--- src/rtl/cmp_pkg.sv ---
// Shared encodings for the iterative set-on-compare unit.
package cmp_pkg;

    localparam logic [1:0] CMP_SLT  = 2'b00;
    localparam logic [1:0] CMP_SLTU = 2'b01;
    localparam logic [1:0] CMP_SEQ  = 2'b10;
    localparam logic [1:0] CMP_SNE  = 2'b11;

    typedef enum logic [1:0] {
        S_IDLE = 2'b00,
        S_RUN  = 2'b01,
        S_DONE = 2'b10
    } state_e;

endpackage

--- src/rtl/cmp_chunk_sub.sv ---
// One CHUNK-bit slice of A - B computed as a + ~b + cin, with the carry into its MSB exposed.
module cmp_chunk_sub #(
    parameter int unsigned CHUNK = 8
) (
    input  logic [CHUNK-1:0] a,
    input  logic [CHUNK-1:0] b,
    input  logic             cin,
    output logic [CHUNK-1:0] sum,
    output logic             cout,
    output logic             c_msb_in
);

    logic [CHUNK:0] ext;

    always_comb begin
        ext      = {1'b0, a} + {1'b0, ~b} + {{CHUNK{1'b0}}, cin};
        sum      = ext[CHUNK-1:0];
        cout     = ext[CHUNK];
        // Carry into the MSB recovered from the MSB sum bit and its two addends.
        c_msb_in = sum[CHUNK-1] ^ a[CHUNK-1] ^ ~b[CHUNK-1];
    end

endmodule

--- src/rtl/slt_iter_cmp.sv ---
// Multi-cycle set-on-compare (SLT/SLTU/SEQ/SNE) subtracting CHUNK bits per cycle, LSB chunk first.
module slt_iter_cmp
    import cmp_pkg::*;
#(
    parameter int unsigned WIDTH = 32,
    parameter int unsigned CHUNK = 8
) (
    input  logic             clk,
    input  logic             reset,
    input  logic             in_valid,
    output logic             in_ready,
    input  logic [WIDTH-1:0] a,
    input  logic [WIDTH-1:0] b,
    input  logic [1:0]       op,
    output logic             out_valid,
    input  logic             out_ready,
    output logic [WIDTH-1:0] r,
    output logic             ovf
);

    localparam int unsigned NCHUNK = WIDTH / CHUNK;
    localparam int unsigned CW     = (NCHUNK > 1) ? $clog2(NCHUNK) : 1;
    localparam logic [CW-1:0] LAST = CW'(NCHUNK - 1);

    state_e           state_q, state_d;
    logic [WIDTH-1:0] a_q, a_d, b_q, b_d, r_q, r_d;
    logic [1:0]       op_q, op_d;
    logic [CW-1:0]    cnt_q, cnt_d;
    logic             carry_q, carry_d, zero_q, zero_d, ovf_q, ovf_d;

    logic [CHUNK-1:0] sum;
    logic             cout, c_msb_in, zero_fin, flag_v, res;

    cmp_chunk_sub #(
        .CHUNK (CHUNK)
    ) u_chunk (
        .a        (a_q[CHUNK-1:0]),
        .b        (b_q[CHUNK-1:0]),
        .cin      (carry_q),
        .sum      (sum),
        .cout     (cout),
        .c_msb_in (c_msb_in)
    );

    always_comb begin
        zero_fin = zero_q & (sum == '0);
        flag_v   = c_msb_in ^ cout;
        case (op_q)
            CMP_SLT:  res = sum[CHUNK-1] ^ flag_v;
            CMP_SLTU: res = ~cout;
            CMP_SEQ:  res = zero_fin;
            default:  res = ~zero_fin;
        endcase
    end

    always_comb begin
        state_d = state_q;
        a_d     = a_q;
        b_d     = b_q;
        op_d    = op_q;
        cnt_d   = cnt_q;
        carry_d = carry_q;
        zero_d  = zero_q;
        r_d     = r_q;
        ovf_d   = ovf_q;
        case (state_q)
            S_IDLE: begin
                if (in_valid) begin
                    a_d     = a;
                    b_d     = b;
                    op_d    = op;
                    carry_d = 1'b1;
                    cnt_d   = '0;
                    zero_d  = 1'b1;
                    state_d = S_RUN;
                end
            end
            S_RUN: begin
                // Operands shift down so the active chunk always sits in the low bits.
                a_d     = a_q >> CHUNK;
                b_d     = b_q >> CHUNK;
                carry_d = cout;
                zero_d  = zero_fin;
                cnt_d   = cnt_q + CW'(1);
                if (cnt_q == LAST) begin
                    r_d     = {{(WIDTH-1){1'b0}}, res};
                    ovf_d   = (op_q == CMP_SLT) & flag_v;
                    state_d = S_DONE;
                end
            end
            S_DONE: begin
                if (out_ready) state_d = S_IDLE;
            end
            default: state_d = S_IDLE;
        endcase
    end

    always_ff @(posedge clk or posedge reset) begin
        if (reset) begin
            state_q <= S_IDLE;
            a_q     <= '0;
            b_q     <= '0;
            op_q    <= '0;
            cnt_q   <= '0;
            carry_q <= 1'b0;
            zero_q  <= 1'b0;
            r_q     <= '0;
            ovf_q   <= 1'b0;
        end else begin
            state_q <= state_d;
            a_q     <= a_d;
            b_q     <= b_d;
            op_q    <= op_d;
            cnt_q   <= cnt_d;
            carry_q <= carry_d;
            zero_q  <= zero_d;
            r_q     <= r_d;
            ovf_q   <= ovf_d;
        end
    end

    assign in_ready  = (state_q == S_IDLE);
    assign out_valid = (state_q == S_DONE);
    assign r         = r_q;
    assign ovf       = ovf_q;

endmodule

--- config.mk ---
export PLATFORM = sky130hd
export DESIGN_NAME = slt_iter_cmp
export DESIGN_NICKNAME = d
export VERILOG_FILES = /design/src/rtl/cmp_pkg.sv /design/src/rtl/cmp_chunk_sub.sv /design/src/rtl/slt_iter_cmp.sv
export SDC_FILE = /design/constraint.sdc
export NUM_CORES = 1
export LEC_CHECK = 0
export ABC_AREA = 1
export BUFFER_PORTS_ARGS = -buffer_cell sky130_fd_sc_hd__buf_2
export CAP_MARGIN = 20
export CELL_PAD_IN_SITES_DETAIL_PLACEMENT = 1
export CELL_PAD_IN_SITES_GLOBAL_PLACEMENT = 2
export CORE_MARGIN = 8
export CORE_UTILIZATION = 30
export CTS_CLUSTER_SIZE = 30
export DETAILED_ROUTE_END_ITERATION = 10
export PLACE_DENSITY_LB_ADDON = 0.25
export SETUP_SLACK_MARGIN = 0.4
export SYNTH_ARGS = -nofsm -noshare
export SYNTH_HDL_FRONTEND = slang
export SYNTH_HIERARCHICAL = 1
export SYNTH_SLANG_ARGS = --single-unit
--- constraint.sdc ---
create_clock -name clk -period 3.9 [get_ports clk]
set_clock_uncertainty 0.15 [all_clocks]
set_input_delay 1.17 -clock clk [delete_from_list [all_inputs] [get_ports clk]]
set_output_delay 1.17 -clock clk [all_outputs]
set_load 0.01 [all_outputs]
Word-level counts from Yosys, hierarchy flattened
Cells that the tools add are included.
{"block": "totals", "regBits": 74, "inputBits": 70, "out_inout_bits": 35, "wordCells": 52}
{"block": "classes", "n_addsub": 3, "eq_ne": 8, "n_mux": 14, "bitwise": 10, "reduce_logical": 8}
{"cell": "32-bit case mux with 2 select lines", "count": 2}
{"cell": "32-bit two-way mux", "count": 2}
{"cell": "8-bit by 8-bit adder with 9-bit output", "count": 1}
{"cell": "9-bit by 1-bit adder with 9-bit output", "count": 1}
{"cell": "8-bit logical NOT", "count": 1}
{"cell": "2-bit two-way mux", "count": 4}
{"cell": "8-bit inverter", "count": 1}
{"cell": "2-bit equality test, second input constant", "count": 3}
{"cell": "2-bit case mux with 3 select lines", "count": 1}
{"cell": "2-bit AND reduction", "count": 3}
{"cell": "2-bit by 1-bit equality test with 1-bit output, second input constant", "count": 2}
{"cell": "2-bit logical NOT", "count": 2}
{"cell": "2-bit inequality test, second input constant", "count": 2}
{"cell": "1-bit case mux with 2 select lines", "count": 2}
{"cell": "2-bit case mux with 2 select lines", "count": 1}
{"cell": "1-bit bitwise XOR", "count": 4}
{"cell": "1-bit inverter", "count": 3}
{"cell": "1-bit case mux with 3 select lines", "count": 1}
{"cell": "3-bit AND reduction", "count": 1}
{"cell": "2-bit by 1-bit adder with 2-bit output, second input constant", "count": 1}
{"cell": "1-bit AND", "count": 2}
{"cell": "2-bit by 1-bit inequality test with 1-bit output, second input constant", "count": 1}
{"cell": "2-bit nonzero test", "count": 1}
{"cell": "1-bit two-way mux", "count": 1}

Logic depth before layout (Yosys ltp)
Gate-level depths: netlist of run 1.
{"block": "logic_depth", "depth_word": 8, "mapped_depth": 17, "depth_no_buf": 17}

By module
The synthesis of run 1 kept the hierarchy.
{"mod": "slt_iter_cmp", "n_inst": 1, "cells_each": 447, "area_per_inst_um2": 3658.5, "seq_area_each_um2": 1851.8}
{"mod": "cmp_chunk_sub", "n_inst": 1, "cells_each": 72, "area_per_inst_um2": 439.2, "seq_area_each_um2": 0.0}

Worst setup path before layout of run 1
Ideal clock, no wire load.
{"block": "synth_path", "path_kind": "reg2reg", "from": "register a_q[0]", "to": "register r_q[0] (netlist: r[0])", "setup_ps": 118, "arrival_ps": 2138, "required_time_ps": 3632, "setup_slack_ps": 1495, "path_stages_with_launch": 12, "path_buffers": 0, "synth_period_minus_slack_ps": 2405, "path_cell_list": "dfrtp_1 -> inv_1 -> fa_1 -> fa_1 -> o21ai_2 -> a21oi_1 -> nand2_1 -> nand2_1 -> nor3b_1 -> nand4_1 -> nand3_1 -> nand2_1"}
{"block": "synth_between", "elab_cells_between_ends": 11, "cone_classes": "add/sub: 2; mux: 1; bitwise: 7; reduce/logical: 1"}
{"element": "start: declaration", "line_no": "slt_iter_cmp.sv:26", "rtl": "logic [WIDTH-1:0] a_q, a_d, b_q, b_d, r_q, r_d;"}
{"element": "start signal: assignment", "line_no": "slt_iter_cmp.sv:101", "rtl": "a_q <= '0;"}
{"element": "start signal: assignment", "line_no": "slt_iter_cmp.sv:111", "rtl": "a_q <= a_d;"}
{"element": "8-bit by 8-bit adder with 9-bit output *", "line_no": "cmp_chunk_sub.sv:16", "rtl": "ext = {1'b0, a} + {1'b0, ~b} + {{CHUNK{1'b0}}, cin};"}
{"element": "9-bit by 1-bit adder with 9-bit output *", "line_no": "cmp_chunk_sub.sv:16"}
{"element": "via sum[6]", "line_no": "slt_iter_cmp.sv:31", "rtl": "logic [CHUNK-1:0] sum;"}
{"element": "8-bit logical NOT *", "line_no": "slt_iter_cmp.sv:46", "rtl": "zero_fin = zero_q & (sum == '0);"}
{"element": "1-bit AND *", "line_no": "slt_iter_cmp.sv:46"}
{"element": "1-bit inverter", "line_no": "slt_iter_cmp.sv:52", "rtl": "default: res = ~zero_fin;"}
{"element": "1-bit case mux with 3 select lines *", "line_no": "slt_iter_cmp.sv:48", "rtl": "case (op_q)"}
{"element": "end signal: assignment", "line_no": "slt_iter_cmp.sv:117", "rtl": "r_q <= r_d;"}
{"element": "end: declaration", "line_no": "slt_iter_cmp.sv:26"}
Mark *: on every way through the listed nets, which the timed path passes. The rest lies on a longest branch.
A chain may end at the register's enable or synchronous reset.

Worst setup path in the final report of run 1
Ends and elaborated chain as after synthesis.

==> out/qor.json, run 1 <==
{
  "drt_first_pass_iters": {"value": 4},
  "floorplan.core_area": {"value": 13300, "unit": "um^2"},
  "clk_pin_slew_worst_paths": {"value": 60, "unit": "ps"},
  "cts.sinks": {"value": 74},
  "syn2layout_area_growth": {"value": 16.43, "unit": "%"},
  "path_class": {"value": "reg2reg"},
  "grt_overflow": {"value": 0},
  "grt_max_degree": {"value": 54},
  "timing.final.crit_period": {"value": 2618, "unit": "ps"},
  "drtIter0Drc": {"value": 106},
  "cell_internal_pwr": {"value": 2439, "unit": "uW"},
  "end_kind": {"value": "flop"},
  "utilization": {"value": 0.3588},
  "antenna_violating_nets_post_route": {"value": 0},
  "holdPathEnd": {"value": "a_q[19]$_DFFE_PP0P_"},
  "edff_count_synth": {"value": 0},
  "worst_hold_path_class": {"value": "reg2reg"},
  "worstHoldPathCells": {"value": 2},
  "seq_power_share": {"value": 0.297},
  "powerDensity": {"value": 928.1, "unit": "nW/um^2"},
  "worstReg2RegStart": {"value": "a_q[0]$_DFFE_PP0P_"},
  "cts.path.max_buffers": {"value": 2},
  "critical_path.cell_chain": {"value": "inv_1, fa_1, fa_1, o21ai_2, a21oi_1, nand2_1, nand2_1, nor3b_1, nand4_1, nand3_1, nand2_1"},
  "worst_path_largest_cell_delay": {"value": 450, "unit": "ps"},
  "drive_gt1_frac": {"value": 0.1831},
  "ys_warn_count": {"value": 6},
  "min_from": {"value": "a_q[19]$_DFFE_PP0P_"},
  "sort_of_element_at_the_start_of_the_critical_path": {"value": "flop"},
  "cts_resizes": {"value": 0},
  "tritoncts.num_buffers": {"value": 9},
  "leakage_power": {"value": 0.002511, "unit": "uW"},
  "timing.rr.end": {"value": "r[0]$_DFFE_PP0P_"},
  "pwr-share-clk": {"value": 0.178},
  "dp_hpwl": {"value": 7794, "unit": "um"},
  "post_drt_wl_per_cell": {"value": 13.97, "unit": "um"},
  "holdWs": {"value": 326.8, "unit": "ps"},
  "synth_seq_area_share": {"value": 0.4519},
  "totalWireLength": {"value": 10700, "unit": "um"},
  "post-cts-setup-buffer-count": {"value": 0},
  "critPathRequiredTime": {"value": 3980, "unit": "ps"},
  "worstPathMaxFanout": {"value": 4},
  "final_net_count": {"value": 665},
  "crit_path_top_delay_cell": {"value": "sky130_fd_sc_hd__fa_1"},
  "ios": {"value": 105},
  "setup_total_negative_slack": {"value": 0, "unit": "ps"},
  "logic_depth_of_the_worst_register_to_register_path": {"value": 11},
  "chipWidth": {"value": 132.9, "unit": "um"},
  "power.switching_fraction": {"value": 0.4491},
  "critical-path-top-delay-family": {"value": "adder cells"},
  "synth_area_per_cell": {"value": 7.895, "unit": "um^2"},
  "dieArea": {"value": 17650, "unit": "um^2"},
  "synthArstFlopShare": {"value": 1.000},
  "cts_root_buffer": {"value": "sky130_fd_sc_hd__clkbuf_16"},
  "worst-r2r-setup-slack": {"value": 1280, "unit": "ps"},
  "routed-via-count": {"value": 3338},
  "outcome": {"value": "completed"},
  "crit_arrival": {"value": 2690, "unit": "ps"},
  "netlist_top_cells_area": {"value": "sky130_fd_sc_hd__dfrtp_1, sky130_fd_sc_hd__nand2_1, sky130_fd_sc_hd__buf_4, sky130_fd_sc_hd__inv_1, sky130_fd_sc_hd__a211oi_1"},
  "maxCapViolCount": {"value": 0},
  "grt_pass1_vias": {"value": 3763},
  "finalCritPeriodShare": {"value": 0.6712},
  "max_slew.worst_pin.slew": {"value": 773.9, "unit": "ps"},
  "synth_flop_cell": {"value": "sky130_fd_sc_hd__dfrtp_1"},
  "cts_htree_levels": {"value": 3},
  "cts_tree": {"value": "done"},
  "final_hold_viol_count": {"value": 0},
  "worst_path_most_repeated_cell": {"value": "sky130_fd_sc_hd__nand2_1"},
  "fillers": {"value": 1644},
  "slew_viol_final": {"value": 0},
  "die_outline_height": {"value": 132.9, "unit": "um"},
  "yosysTopAreaCellShare": {"value": 0.4519},
  "setup_violations": {"value": 0},
  "core.rowCount": {"value": 42},
  "worst_skew_pair.late_latency": {"value": 330, "unit": "ps"},
  "placed_cell_area": {"value": 4486, "unit": "um^2"},
  "timing.critical_path.from": {"value": "a_q[0]$_DFFE_PP0P_"},
  "drt-vias-per-instance": {"value": 4.358},
  "max_slew_margin": {"value": 0.4835},
  "synthDominantAreaCellType": {"value": "sky130_fd_sc_hd__dfrtp_1"},
  "routabilityCongestion": {"value": 0.7586},
  "first_pass_grt_wire_length": {"value": 18510, "unit": "um"},
  "cts-hold-fix-buffers": {"value": 0},
  "placement.io_buffers": {"value": 73},
  "ys_types": {"value": 38},
  "initial_core_util": {"value": 0.3082},
  "clock.fmax": {"value": 0.3820, "unit": "GHz"},
  "syn_inst": {"value": 519},
  "antenna-diode-count": {"value": 0},
  "rsz0062_at_grt": {"value": "no"},
  "all_layer_gr_usage": {"value": 0.1287},
  "grt_antenna_before_repair": {"value": 0},
  "vdd_ir_drop_max": {"value": 0.0003394, "unit": "V"},
  "share_comb_of_total_power": {"value": 0.525},
  "detail_route.drc_violations": {"value": 0},
  "synth_area": {"value": 4098, "unit": "um^2"},
  "ys_seq_elements": {"value": 74},
  "critical_path_buffer_and_inverter_count": {"value": 1},
  "final_instance_area": {"value": 4771, "unit": "um^2"},
  "power.net_switching": {"value": 1989, "unit": "uW"}
}
==> synth_stat cells (all sizes together) (3+ instances only) <==
library cell,number
nand3,13
a211oi,19
ha,8
nor3,19
a21oi,4
buf,52
nor2,31
a22o,4
o21ai,48
dfrtp,74
inv,60
xnor2,3
nand2,166
==> power groups by stage <==
stage          logic, uW  clock network (uW)  registers [uW]
5_1_grt             2740                 847            1360
3_3_place_gp        2320                   0            1320
4_1_cts             2400                 818            1320
2_1_floorplan       1920                   0            1290
3_5_place_dp        2390                   0            1330
6_report            2320                 788            1320
==> cell usage in the layout (no fill, tap or decap), drive strengths merged, types with 2 or more instances in the layout <==
cell    netlist  final
nor3         19     19
ha            8      8
clkbuf        2     15
dfrtp        74     74
xnor2         3      3
buf          52     79
nor2         31     31
a211oi       19     19
o21ai        48     48
a22o          4      4
fa            2      2
or2           2      2
nand3        13     13
a21oi         4      4
inv          60     59
nand2       166    166
xor2          2      2
conb          1     31
nand4         2      2
==> routing by layer <==
| metal | vias to the layer above | routed length [um] | track usage |
|---|---|---|---|
| met5 | - | 0 | 0 |
| met4 | 0 | 174 | 0.05110 |
| met3 | 12 | 440 | 0.03142 |
| met2 | 61 | 5074 | 0.2122 |
| met1 | 1552 | 5012 | 0.1577 |
| li1 | 1713 | - | - |
==> worst max path at each step <==
stage / depth (start not counted) / slack [ps] / to
detailed placement: 6 / 1080 / b_q[31]$_DFFE_PP0P_
finish: 11 / 1280 / r[0]$_DFFE_PP0P_
global route: 11 / 1010 / r[0]$_DFFE_PP0P_
CTS: 11 / 1240 / r[0]$_DFFE_PP0P_
global placement: 6 / 1130 / b_q[30]$_DFFE_PP0P_
floorplan: 1 / 700 / a_q[0]$_DFFE_PP0P_
==> stage by stage <==
stage,instances,total power (uW),setup WS (ps)
3_3_place_gp,750,3642,1132
4_1_cts,766,4539,1244
5_1_grt,766,4952,1013
6_report,766,4428,1282
2_1_floorplan,549,3208,698.4
3_5_place_dp,750,3718,1083
==> area by class of cell <==
cell class / instances / area, um^2 / area share
Clock inverter: 1 / 7.507 / 0.001574
Multi-Input combinational cell: 361 / 1764 / 0.3698
Clock buffer: 15 / 277.8 / 0.05822
Sequential cell: 74 / 1852 / 0.3881
Inverter: 60 / 226.5 / 0.04747
Tap cell: 176 / 220.2 / 0.04616
Timing Repair Buffer: 79 / 422.9 / 0.08864
==> registers in the layout, summed over array words and instances, names as in the netlist <==
register,count
state_q,2
r,1
carry_q,1
ovf,1
b_q,32
zero_q,1
cnt_q,2
a_q,32
op_q,2
==> tightest hold or removal path, cell delays in order (launching register included) <==
cell	delay, ps
sky130_fd_sc_hd__dfrtp_1	340
sky130_fd_sc_hd__nand2_1	50
sky130_fd_sc_hd__nand2_1	50
==> cells by family (layout without fill, tap and decap cells) <==
group	Yosys count	after routing	share of synthesized area
AOI/OAI and AO/OA	79	79	0.1163
xor gates and xnor gates	5	5	0.01069
adders and majority gates	10	10	0.03420
buffers and inverters	114	155	0.1450
DFF	74	74	0.4519
other	1	31	0.0009152
and+or+nand+nor	236	236	0.2409
Power figures use the tool's default switching activity.
==> run 2, diff against run 1 <==
clock period = 2.5 ns   (was 3.9 ns; I/O delays follow)
==> run 2 against run 1 <==
  * Setup slack got worse by 1100 ps
  * Clock-buffer cell count fell by 4
  * Hold slack got worse by 1.0 ps
  * Largest power group unchanged
==> out/qor.json, run 2 (same netlist as run 1, synthesis figures left out) <==
{
  "cts_htree_levels": {"value": 3, "change": "unchanged"},
  "cts_root_buffer": {"value": "sky130_fd_sc_hd__clkbuf_16", "change": "unchanged"},
  "post-route-worst-setup-slack": {"value": 194.7, "unit": "ps", "change": "was 1282 ps"},
  "use_met1": {"value": 0.1580, "change": "was 0.1577"},
  "drive_gt1_frac": {"value": 0.2239, "change": "was 0.1831"},
  "maxCapViolCount": {"value": 0, "change": "unchanged"},
  "grtUsageMet3": {"value": 0.03671, "change": "was 0.03142"},
  "finalCritPeriodShare": {"value": 0.9221, "change": "was 0.6712"},
  "cts-hold-fix-buffers": {"value": 0, "change": "unchanged"},
  "drt-vias-per-instance": {"value": 4.401, "change": "was 4.358"},
  "placed_cell_area": {"value": 4606, "unit": "um^2", "change": "was 4486 um^2"},
  "routabilityCongestion": {"value": 0.7432, "change": "was 0.7586"},
  "max_slew_margin": {"value": 0.6115, "change": "was 0.4835"},
  "grt_antenna_before_repair": {"value": 0, "change": "unchanged"},
  "dieArea": {"value": 17650, "unit": "um^2", "change": "unchanged"},
  "antenna-diode-count": {"value": 0, "change": "unchanged"},
  "largest_registers": {"value": "a_q x32, b_q x32", "change": "unchanged"},
  "outcome": {"value": "completed", "change": "unchanged"},
  "all_layer_gr_usage": {"value": 0.1321, "change": "was 0.1287"},
  "setup_total_negative_slack": {"value": 0, "unit": "ps", "change": "unchanged"},
  "mostFrequentLayoutCell": {"value": "sky130_fd_sc_hd__nand2_1", "change": "unchanged"},
  "final_net_count": {"value": 678, "change": "was 665"},
  "placement.io_buffers": {"value": 73, "change": "unchanged"},
  "sort_of_element_at_the_start_of_the_critical_path": {"value": "flop", "change": "unchanged"},
  "grt_max_degree": {"value": 31, "change": "was 54"},
  "leakage_power": {"value": 0.002594, "unit": "uW", "change": "was 0.002511 uW"},
  "grt_overflow": {"value": 0, "change": "unchanged"},
  "ios": {"value": 105, "change": "unchanged"},
  "cts.path.max_buffers": {"value": 2, "change": "unchanged"},
  "post_layout_nonfiller_instances": {"value": 779, "change": "was 766"},
  "end_kind": {"value": "flop", "change": "unchanged"},
  "clk_pin_slew_worst_paths": {"value": 60, "unit": "ps", "change": "about the same"},
  "totalWireLength": {"value": 11100, "unit": "um", "change": "was 10700 um"},
  "worst-r2r-setup-slack": {"value": 190, "unit": "ps", "change": "was 1280 ps"},
  "routed-via-count": {"value": 3428, "change": "was 3338"},
  "core.rowCount": {"value": 42, "change": "unchanged"},
  "clock.fmax": {"value": 0.4338, "unit": "GHz", "change": "was 0.3820 GHz"},
  "final_instance_area": {"value": 4945, "unit": "um^2", "change": "was 4771 um^2"},
  "worstPathMaxFanout": {"value": 4, "change": "unchanged"},
  "logic_depth_of_the_worst_register_to_register_path": {"value": 13, "change": "was 11"},
  "tritoncts.num_buffers": {"value": 9, "change": "unchanged"},
  "antenna_violating_nets_post_route": {"value": 0, "change": "unchanged"},
  "utilization": {"value": 0.3719, "change": "was 0.3588"},
  "initial_core_util": {"value": 0.3082, "change": "unchanged"},
  "floorplan.core_area": {"value": 13300, "unit": "um^2", "change": "unchanged"},
  "crit_arrival": {"value": 2380, "unit": "ps", "change": "was 2690 ps"},
  "drt_first_pass_iters": {"value": 4, "change": "unchanged"},
  "placement.setup.worst_slack": {"value": 69.78, "unit": "ps", "change": "was 1083 ps"},
  "use_met2": {"value": 0.2223, "change": "was 0.2122"},
  "drtIter0Drc": {"value": 119, "change": "was 106"},
  "path_class": {"value": "reg2reg", "change": "unchanged"},
  "slew_viol_final": {"value": 0, "change": "unchanged"},
  "final_hold_viol_count": {"value": 0, "change": "unchanged"},
  "powerDensity": {"value": 1494, "unit": "nW/um^2", "change": "was 928.1 nW/um^2"},
  "busiest_layer": {"value": "met2", "change": "unchanged"},
  "syn2layout_area_growth": {"value": 20.67, "unit": "%", "change": "was 16.43%"},
  "layout_common_cells": {"value": "sky130_fd_sc_hd__nand2_1, sky130_fd_sc_hd__dfrtp_1, sky130_fd_sc_hd__buf_2", "change": "unchanged"},
  "worst_skew_pair.late_latency": {"value": 330, "unit": "ps", "change": "about the same"},
  "grt_pass1_vias": {"value": 3806, "change": "was 3763"},
  "placed_insts": {"value": 760, "change": "was 750"},
  "die_outline_height": {"value": 132.9, "unit": "um", "change": "unchanged"},
  "cts.sinks": {"value": 74, "change": "unchanged"},
  "dp_hpwl": {"value": 8406, "unit": "um", "change": "was 7794 um"},
  "critPathRequiredTime": {"value": 2580, "unit": "ps", "change": "was 3980 ps"},
  "fillers": {"value": 1657, "change": "was 1644"},
  "detail_route.drc_violations": {"value": 0, "change": "unchanged"},
  "first_pass_grt_wire_length": {"value": 18880, "unit": "um", "change": "was 18510 um"},
  "cts_tree": {"value": "done", "change": "unchanged"},
  "worst_hold_path_class": {"value": "in2async", "change": "was reg2reg"},
  "max_slew.worst_pin.slew": {"value": 581.5, "unit": "ps", "change": "was 773.9 ps"},
  "vdd_ir_drop_max": {"value": 0.0004445, "unit": "V", "change": "was 0.0003394 V"},
  "setup_violations": {"value": 0, "change": "unchanged"},
  "timing.final.crit_period": {"value": 2305, "unit": "ps", "change": "was 2618 ps"},
  "post_drt_wl_per_cell": {"value": 14.25, "unit": "um", "change": "was 13.97 um"},
  "rsz0062_at_grt": {"value": "yes", "change": "was no"},
  "chipWidth": {"value": 132.9, "unit": "um", "change": "unchanged"}
}
==> run 2: cell count changes in the layout (fill, tap and decap cells not counted), moves of 2 or more <==
cell                       delta
sky130_fd_sc_hd__clkinv_2     +2
sky130_fd_sc_hd__buf_12       +2
sky130_fd_sc_hd__inv_1        -3
sky130_fd_sc_hd__buf_4       +11
sky130_fd_sc_hd__fa_2         +2
sky130_fd_sc_hd__nand3_2      +3
sky130_fd_sc_hd__clkbuf_8     -3
sky130_fd_sc_hd__nand3_1      -3
sky130_fd_sc_hd__fa_1         -2
sky130_fd_sc_hd__inv_2        +3
==> run 2: path summary, 6_finish.rpt <==
check,to,from
worst max-delay path,r[0]$_DFFE_PP0P_,a_q[0]$_DFFE_PP0P_
worst min-delay path,a_q[2]$_DFFE_PP0P_,reset
worst max register to register,r[0]$_DFFE_PP0P_,a_q[0]$_DFFE_PP0P_
worst min register to register,b_q[5]$_DFFE_PP0P_,b_q[5]$_DFFE_PP0P_
max in group asynchronous,ovf$_DFFE_PP0P_,reset
min in group clk,b_q[5]$_DFFE_PP0P_,b_q[5]$_DFFE_PP0P_
==> run 2: per-layer routing <==
layer	routed length, um	part of all wire
met3	420	0.038
met4	192	0.017
met5	0	0
met1	5084	0.46
met2	5399	0.49
==> run 2: final cells by class <==
| class | count | area (um^2) | share of cell area |
|---|---|---|---|
| clock buffer | 11 | 232.7 | 0.04706 |
| clock inverter | 5 | 53.80 | 0.01088 |
| inverter | 60 | 229.0 | 0.04631 |
| multi-input combinational | 361 | 1812 | 0.3664 |
| sequential | 74 | 1852 | 0.3745 |
| tap | 176 | 220.2 | 0.04453 |
| timing repair buffer | 92 | 545.5 | 0.1103 |
==> run 2: critical path: stages, from the launching register on <==
cell	delay [ps]
sky130_fd_sc_hd__dfrtp_1	360
sky130_fd_sc_hd__inv_2	50
sky130_fd_sc_hd__fa_2	400
sky130_fd_sc_hd__fa_2	380
sky130_fd_sc_hd__o21ai_4	180
sky130_fd_sc_hd__nand4_1	120
sky130_fd_sc_hd__nand3_2	100
sky130_fd_sc_hd__inv_2	70
sky130_fd_sc_hd__nand2_1	60
sky130_fd_sc_hd__nand3b_1	80
sky130_fd_sc_hd__nand3_2	70
sky130_fd_sc_hd__nand3_1	70
sky130_fd_sc_hd__nand3_1	70
sky130_fd_sc_hd__nand2_1	50
==> run 2: power by group <==
part	switching, uW	total [uW]	internal [uW]
logic	2530	4050	1510
clock network	508	1280	772
registers	279	2060	1780
total	3320	7390	4070
==> run 2: through the flow <==
step	power (uW)	hold slack [ps]
after floorplan	5055	298.9
after global placement	5888	317.2
after detailed placement	6016	315.5
after CTS	7474	332.1
after global routing	8185	349.5
final	7386	325.8
==> run 2: timing repair <==
action,in CTS,in global routing
setup buffers,2,1
resized for setup,6,1
setup endpoints to repair,4,4
pin swaps,11,3
